`src/rtl/core_pkg.sv`:
```
// Shared types and constants for the multicycle RV32I control path.
// Holds FSM state encoding, ALU op codes, operand/result selector values and opcode map.
package core_pkg;

    localparam int XLEN = 32;

    typedef enum logic [3:0] {
        FETCH,
        DECODE,
        MEMADR,
        MEMREAD,
        MEMWB,
        MEMWRITE,
        EXECR,
        EXECI,
        ALUWB,
        JAL,
        BRANCH,
        ILLEGAL
    } state_e;

    // Operation class handed to the ALU decoder: fixed add, fixed sub, or decode funct fields
    typedef enum logic [1:0] {
        ALUOP_ADD,
        ALUOP_SUB,
        ALUOP_FUNC
    } aluop_e;

    localparam logic [2:0] ALU_ADD = 3'b000;
    localparam logic [2:0] ALU_SUB = 3'b001;
    localparam logic [2:0] ALU_AND = 3'b010;
    localparam logic [2:0] ALU_OR  = 3'b011;
    localparam logic [2:0] ALU_SLT = 3'b101;

    localparam logic [6:0] OP_LOAD   = 7'b0000011;
    localparam logic [6:0] OP_STORE  = 7'b0100011;
    localparam logic [6:0] OP_RTYPE  = 7'b0110011;
    localparam logic [6:0] OP_ITYPE  = 7'b0010011;
    localparam logic [6:0] OP_JAL    = 7'b1101111;
    localparam logic [6:0] OP_BRANCH = 7'b1100011;

    localparam int FLAG_Z = 0;
    localparam int FLAG_N = 1;
    localparam int FLAG_C = 2;
    localparam int FLAG_V = 3;

    localparam logic [1:0] SRCA_PC    = 2'b00;
    localparam logic [1:0] SRCA_OLDPC = 2'b01;
    localparam logic [1:0] SRCA_RS1   = 2'b10;

    localparam logic [1:0] SRCB_RS2   = 2'b00;
    localparam logic [1:0] SRCB_IMM   = 2'b01;
    localparam logic [1:0] SRCB_FOUR  = 2'b10;

    localparam logic [1:0] RES_ALUOUT = 2'b00;
    localparam logic [1:0] RES_MEM    = 2'b01;
    localparam logic [1:0] RES_ALU    = 2'b10;

    localparam logic [1:0] IMM_I = 2'b00;
    localparam logic [1:0] IMM_S = 2'b01;
    localparam logic [1:0] IMM_B = 2'b10;
    localparam logic [1:0] IMM_J = 2'b11;

endpackage

```
`src/rtl/ctrl_alu_dec.sv`:
```
// ALU function decode: op class + funct3/funct7b5 -> alu_control, flags unsupported funct3.
// Purely combinational, zero latency, no backpressure.
module ctrl_alu_dec
    import core_pkg::*;
(
    input  aluop_e     alu_op,
    input  logic [2:0] funct3,
    input  logic       funct7b5,
    input  logic       op_b5,
    output logic [2:0] alu_control,
    output logic       bad_funct
);

    always_comb begin
        alu_control = ALU_ADD;
        bad_funct   = 1'b0;
        case (alu_op)
            ALUOP_SUB: alu_control = ALU_SUB;
            ALUOP_FUNC: begin
                case (funct3)
                    // instr[30] only selects sub for register-register ops; addi ignores it
                    3'b000:  alu_control = (funct7b5 && op_b5) ? ALU_SUB : ALU_ADD;
                    3'b010:  alu_control = ALU_SLT;
                    3'b110:  alu_control = ALU_OR;
                    3'b111:  alu_control = ALU_AND;
                    default: bad_funct   = 1'b1;
                endcase
            end
            default: alu_control = ALU_ADD;
        endcase
    end

endmodule

```
`src/rtl/multicycle_ctrl.sv`:
```
// Multicycle RV32I control FSM; outputs combinational from state/inputs, 3-5 cycles per instruction.
// Memory states hold mem_read/mem_write until mem_ready; ILLEGAL is left only through rst.
module multicycle_ctrl
    import core_pkg::*;
(
    input  logic       clk,
    input  logic       rst,
    input  logic [6:0] opcode,
    input  logic [2:0] funct3,
    input  logic       funct7b5,
    input  logic [3:0] flags,
    input  logic       mem_ready,
    output logic       pc_write,
    output logic       adr_src,
    output logic       mem_write,
    output logic       mem_read,
    output logic       ir_write,
    output logic       reg_write,
    output logic [1:0] result_src,
    output logic [1:0] alu_src_a,
    output logic [1:0] alu_src_b,
    output logic [1:0] imm_src,
    output logic [2:0] alu_control,
    output logic       retire,
    output logic       illegal
);

    state_e     state;
    state_e     next_state;
    aluop_e     alu_op;
    logic [2:0] dec_control;
    logic       bad_funct;
    logic       br_take;
    logic       br_bad;

    assign alu_op = (state == EXECR || state == EXECI) ? ALUOP_FUNC :
                    (state == BRANCH)                  ? ALUOP_SUB  : ALUOP_ADD;

    ctrl_alu_dec u_alu_dec (
        .alu_op      (alu_op),
        .funct3      (funct3),
        .funct7b5    (funct7b5),
        .op_b5       (opcode[5]),
        .alu_control (dec_control),
        .bad_funct   (bad_funct)
    );

    always_comb begin
        br_take = 1'b0;
        br_bad  = 1'b0;
        case (funct3)
            3'b000:  br_take = flags[FLAG_Z];
            3'b001:  br_take = !flags[FLAG_Z];
            3'b100:  br_take = flags[FLAG_N] ^ flags[FLAG_V];
            3'b101:  br_take = !(flags[FLAG_N] ^ flags[FLAG_V]);
            3'b110:  br_take = flags[FLAG_C];
            3'b111:  br_take = !flags[FLAG_C];
            default: br_bad  = 1'b1;
        endcase
    end

    always_comb begin
        case (opcode)
            OP_STORE:  imm_src = IMM_S;
            OP_BRANCH: imm_src = IMM_B;
            OP_JAL:    imm_src = IMM_J;
            default:   imm_src = IMM_I;
        endcase
    end

    always_comb begin
        next_state  = state;
        pc_write    = 1'b0;
        adr_src     = 1'b0;
        mem_write   = 1'b0;
        mem_read    = 1'b0;
        ir_write    = 1'b0;
        reg_write   = 1'b0;
        result_src  = RES_ALUOUT;
        alu_src_a   = SRCA_PC;
        alu_src_b   = SRCB_RS2;
        alu_control = dec_control;
        retire      = 1'b0;
        illegal     = 1'b0;
        case (state)
            FETCH: begin
                mem_read   = 1'b1;
                alu_src_b  = SRCB_FOUR;
                result_src = RES_ALU;
                ir_write   = mem_ready;
                pc_write   = mem_ready;
                if (mem_ready) next_state = DECODE;
            end
            DECODE: begin
                alu_src_a = SRCA_OLDPC;
                alu_src_b = SRCB_IMM;
                case (opcode)
                    OP_LOAD, OP_STORE: next_state = MEMADR;
                    OP_RTYPE:          next_state = EXECR;
                    OP_ITYPE:          next_state = EXECI;
                    OP_JAL:            next_state = JAL;
                    OP_BRANCH:         next_state = BRANCH;
                    default:           next_state = ILLEGAL;
                endcase
            end
            MEMADR: begin
                alu_src_a  = SRCA_RS1;
                alu_src_b  = SRCB_IMM;
                next_state = opcode[5] ? MEMWRITE : MEMREAD;
            end
            MEMREAD: begin
                mem_read = 1'b1;
                adr_src  = 1'b1;
                if (mem_ready) next_state = MEMWB;
            end
            MEMWB: begin
                result_src = RES_MEM;
                reg_write  = 1'b1;
                retire     = 1'b1;
                next_state = FETCH;
            end
            MEMWRITE: begin
                mem_write = 1'b1;
                adr_src   = 1'b1;
                retire    = mem_ready;
                if (mem_ready) next_state = FETCH;
            end
            EXECR, EXECI: begin
                alu_src_a  = SRCA_RS1;
                alu_src_b  = (state == EXECI) ? SRCB_IMM : SRCB_RS2;
                next_state = bad_funct ? ILLEGAL : ALUWB;
            end
            ALUWB: begin
                reg_write  = 1'b1;
                retire     = 1'b1;
                next_state = FETCH;
            end
            JAL: begin
                alu_src_a  = SRCA_OLDPC;
                alu_src_b  = SRCB_FOUR;
                pc_write   = 1'b1;
                next_state = ALUWB;
            end
            BRANCH: begin
                // Flags come from this cycle's rs1-rs2 subtract, so the decision resolves here
                alu_src_a  = SRCA_RS1;
                pc_write   = br_take && !br_bad;
                retire     = !br_bad;
                next_state = br_bad ? ILLEGAL : FETCH;
            end
            ILLEGAL: illegal = 1'b1;
            default: next_state = ILLEGAL;
        endcase
        if (rst) begin
            pc_write    = 1'b0;
            adr_src     = 1'b0;
            mem_write   = 1'b0;
            mem_read    = 1'b0;
            ir_write    = 1'b0;
            reg_write   = 1'b0;
            result_src  = RES_ALUOUT;
            alu_src_a   = SRCA_PC;
            alu_src_b   = SRCB_RS2;
            alu_control = ALU_ADD;
            retire      = 1'b0;
            illegal     = 1'b0;
        end
    end

    always_ff @(posedge clk) begin
        if (rst) state <= FETCH;
        else     state <= next_state;
    end

endmodule

```
`config.mk`:
```
export PLATFORM = sky130hd
export DESIGN_NAME = multicycle_ctrl
export DESIGN_NICKNAME = d
export VERILOG_FILES = /design/src/rtl/core_pkg.sv /design/src/rtl/ctrl_alu_dec.sv /design/src/rtl/multicycle_ctrl.sv
export SDC_FILE = /design/constraint.sdc
export NUM_CORES = 1
export LEC_CHECK = 0
export BUFFER_PORTS_ARGS = -buffer_cell sky130_fd_sc_hd__clkbuf_2
export CORE_UTILIZATION = 50
export DETAILED_ROUTE_END_ITERATION = 8
export GPL_TIMING_DRIVEN = 0
export PLACE_DENSITY = 0.89
export SYNTH_ARGS = -nofsm -noshare
export SYNTH_HDL_FRONTEND = slang
export SYNTH_SLANG_ARGS = --single-unit
```
`constraint.sdc`:
```
create_clock -name clk -period 4 [get_ports clk]
set_input_delay 0.8 -clock clk [delete_from_list [all_inputs] [get_ports clk]]
set_output_delay 0.8 -clock clk [all_outputs]
set_load 0.02 [all_outputs]
```
==> summary.md <==
| Metric | Value |
|---|---|
| Outcome | completed |
| Internal power contribution | 0.000291 W |
| Pwr per Cell Area | 639 nW/um^2 |
| Type of element capturing the critical path | output pin |
| Post-place setup slack | 1.39 ns |
| Drt wl/cell | 14.3 microns |
| Final hold violation count | 0 |
| Number of maximum-capacitance violations | 0 |
| Total iterations of the first detailed-routing run | 4 |
| Initial core utilization | 0.538 |
| X dimension of the die | 42.3 microns |
| Top fanout value on the critical path | 10 |
| Endpoint of the most critical register-to-register path | state[3] |
| Register bit total from synthesis | 4 |
| Period Utilization, post-route | 0.687 |
| Hold Path Origin | state[0] |
| Number of antenna violations at the first check in global routing | 0 |
| Resized Gates After CTS | 0 |
| EDFF count, synth | 0 |
| Vias per inst | 6.21 |
| CP Cell Sequence | buf_2 -> buf_1 -> nand2_1 -> o31a_1 -> o31ai_1 -> clkbuf_2 |
| Share of total power in the clock network | 0.076 |
| CTS tree | built |
| Inserted Diodes | 0 |
| Clock root buffer | sky130_fd_sc_hd__clkbuf_4 |
| RSZ-0062 raised after global routing | no |
| Placement Rows | 14 |
| Boundary Pins | 37 |
| Max FFs per register | 4 |
| Critical path buffer and inverter count | 3 |
| Post-synthesis cell area | 811 sq um |
| Number of vias in the routed layout | 1105 |
| Top Family by Delay on Critical Path | buffers and inverters |
| Clock skew after layout | 0.000773 ns |
| Predominant post-synthesis flop cell | sky130_fd_sc_hd__dfxtp_1 |
| Max-slew headroom | 0.617 |
| Synth warn | 0 |
| Pins Over Slew Limit | 0 |
| Required time of the worst setup path | 3.20 ns |
| Buffers on Ports | 34 |
| Wire length of the first global-routing pass | 4200 microns |
| Slowest stage delay, CP | 0.43 ns |
| CTS H-tree lvls | 1 |
| CTS Hold Bufs | 0 |
| Share of flip-flops with an asynchronous set or reset | 0 |
| Share of total power consumed by net switching | 0.555 |
| Hpwl dp | 1990 microns |
| Worst-skew pair later-pin latency | 0.23 ns |
| Critical path endpoint | retire |
| Yosys cell types | 44 |
| Worst Setup Path Type | reg2out |
| Worst slew pin tran | 0.567 ns |
| Reg2Reg Depth | 4 |
| Standard cell with the maximum stage delay on the critical path | sky130_fd_sc_hd__buf_1 |
| Power share of the combinational group | 0.820 |
| Origin of the critical flop-to-flop path | state[3] |
| Crit path depth | 6 |
| Syn Nets | 143 |
| Share of cells above drive strength 1 | 0.290 |
| Final critical path time including I/O delays and setup | 2.75 ns |
| Setup violators final | 0 |
| Maximum clock frequency | 364 MHz |
| Data arrival time of the critical path | 1.95 ns |
| Portion of the post-synthesis area used by sequential elements | 0.0988 |
| Number of buffers between clock root and the deepest sink | 2 |
| Filler-free cell count of the finished design | 178 |
| Static leakage power | 0.469 nW |
| Routed Antenna Nets | 0 |
| Hold_ws | 0.787 ns |
| Type of the most critical hold path | reg2reg |
| Core area | 1510 sq um |
| Filler Cells Inserted | 138 |
| Overall routed net length | 2550 microns |
| GRT Util Overall | 0.295 |
| Number of placed cells counting well taps | 175 |
| Number of clock sinks | 4 |
| Startpoint Class | flip-flop |
| Number of clock buffers inserted by TritonCTS | 3 |
| Total die area | 1790 sq um |
| Worst Setup Slack, final | 1.25 ns |
| Worst supply voltage drop on vdd | 275 uV |
| Net Sw Power | 0.000363 W |
| Largest register by flop count | state |
| Final-stage net count | 182 |
| Flop-to-flop setup slack | 2.41 ns |
| Regs by FF count | state (4) |
| Accumulated negative setup slack | 0 ns |
| Aggregate global routing overflow | 0 |
| Chip Height | 42.3 microns |
| Sequential Power Share | 0.104 |
| Via count of the first global-routing pass | 1030 |
| Syn-to-layout area delta | 26.2% |
| Post-synthesis cell count | 125 |
| Initial detailed-routing violation count | 32 |
| DRC violations left | 0 |
| GPL Wtd Cong | 0.967 |
| Post-CTS setup buffers | 0 |
| Maximum number of pins on one net before global-route repair | 11 |
| Clock slew at reported path FFs | 0.04 ns |
| Post-Synthesis Mean Instance Area | 6.49 sq um |
| Critical Path Source | state[3] |
==> cell usage in the layout, fill, tap and decap left out, drive strengths merged, types with 4 or more instances in the layout <==
| cell type | synthesis | final |
|---|---|---|
| nor2 | 14 | 14 |
| dfxtp | 4 | 4 |
| clkbuf | 5 | 42 |
| buf | 7 | 7 |
| a21oi | 6 | 6 |
| nor4 | 4 | 4 |
| nand2b | 7 | 7 |
| nor3 | 8 | 8 |
| xnor2 | 6 | 6 |
| inv | 6 | 6 |
| nand2 | 9 | 9 |
| nand3 | 4 | 4 |
==> through the flow <==
step | instance area, sq um | power, W | utilization
2_1_floorplan | 811 | 0.000468 | -
3_3_place_gp | 1000 | 0.000585 | 0.664
3_5_place_dp | 1000 | 0.000595 | 0.664
4_1_cts | 1020 | 0.000647 | 0.679
5_1_grt | 1020 | 0.000704 | 0.679
6_report | 1020 | 0.000654 | 0.679
==> synth_stat cells, types with 2 or more instances <==
cell / n / share of area
sky130_fd_sc_hd__nor2_1: 12 / 0.056
sky130_fd_sc_hd__nand2_1: 9 / 0.042
sky130_fd_sc_hd__nor3_1: 8 / 0.049
sky130_fd_sc_hd__nand2b_1: 7 / 0.054
sky130_fd_sc_hd__a21oi_1: 6 / 0.037
sky130_fd_sc_hd__inv_1: 6 / 0.028
sky130_fd_sc_hd__xnor2_1: 6 / 0.065
sky130_fd_sc_hd__clkbuf_1: 5 / 0.023
sky130_fd_sc_hd__buf_2: 4 / 0.025
sky130_fd_sc_hd__dfxtp_1: 4 / 0.099
sky130_fd_sc_hd__nand3_1: 4 / 0.025
sky130_fd_sc_hd__nor4_1: 4 / 0.031
sky130_fd_sc_hd__a21o_1: 3 / 0.028
sky130_fd_sc_hd__a31oi_1: 3 / 0.023
sky130_fd_sc_hd__and3_1: 3 / 0.023
sky130_fd_sc_hd__o21ai_0: 3 / 0.019
sky130_fd_sc_hd__xor2_1: 3 / 0.032
sky130_fd_sc_hd__a211oi_1: 2 / 0.019
sky130_fd_sc_hd__a221oi_1: 2 / 0.022
sky130_fd_sc_hd__a32oi_1: 2 / 0.022
sky130_fd_sc_hd__and2_1: 2 / 0.015
sky130_fd_sc_hd__buf_1: 2 / 0.0093
sky130_fd_sc_hd__nor2_2: 2 / 0.015
sky130_fd_sc_hd__nor2b_1: 2 / 0.015
sky130_fd_sc_hd__or3_1: 2 / 0.015
==> logic make-up (layout without fill, tap and decap cells) <==
logic type                Yosys count  count (layout)  synth area share
and+or+nand+nor                    62              62             0.409
AOI/OAI and AO/OA                  32              32             0.296
buffers and inverters              18              55            0.0988
xor gates and xnor gates            9               9            0.0972
DFF                                 4               4            0.0988
==> worst min-delay path, stage by stage (launching register included) <==
cell,delay (ns)
sky130_fd_sc_hd__dfxtp_1,0.32
sky130_fd_sc_hd__buf_6,0.14
sky130_fd_sc_hd__nor3_1,0.07
sky130_fd_sc_hd__a21oi_1,0.12
sky130_fd_sc_hd__a31oi_1,0.09
==> power groups by stage <==
stage          clock network (W)  registers, W  logic, W
2_1_floorplan                  0     0.0000649  0.000403
3_5_place_dp                   0     0.0000682  0.000527
6_report               0.0000499     0.0000678  0.000536
5_1_grt                0.0000514     0.0000698  0.000583
3_3_place_gp                   0     0.0000672  0.000518
4_1_cts                0.0000505     0.0000677  0.000529
==> cell type report <==
type,count,area [sq um],share of cell area
plain buffers,12,57.6,0.0562
repair buffers,34,170,0.166
well taps,16,20.0,0.0196
clock buffers,3,22.5,0.0220
inverters,6,22.5,0.0220
multi-input cells,103,651,0.636
flip-flops and latches,4,80.1,0.0782
==> how the worst min path moves through the flow <==
stage                           to  cells after the start
after floorplan           state[0]                      4
after global placement    state[0]                      4
after detailed placement  state[0]                      4
after CTS                 state[0]                      4
after global routing      state[0]                      4
final                     state[0]                      4
==> routing by layer <==
metal	wire length (microns)	global-route usage	vias to the layer above
li1	-	-	539
met1	1090	0.387	493
met4	36	0.119	0
met3	178	0.0431	4
met5	0	0	-
met2	1240	0.483	69
No activity file was read; power rests on OpenSTA's default activity.
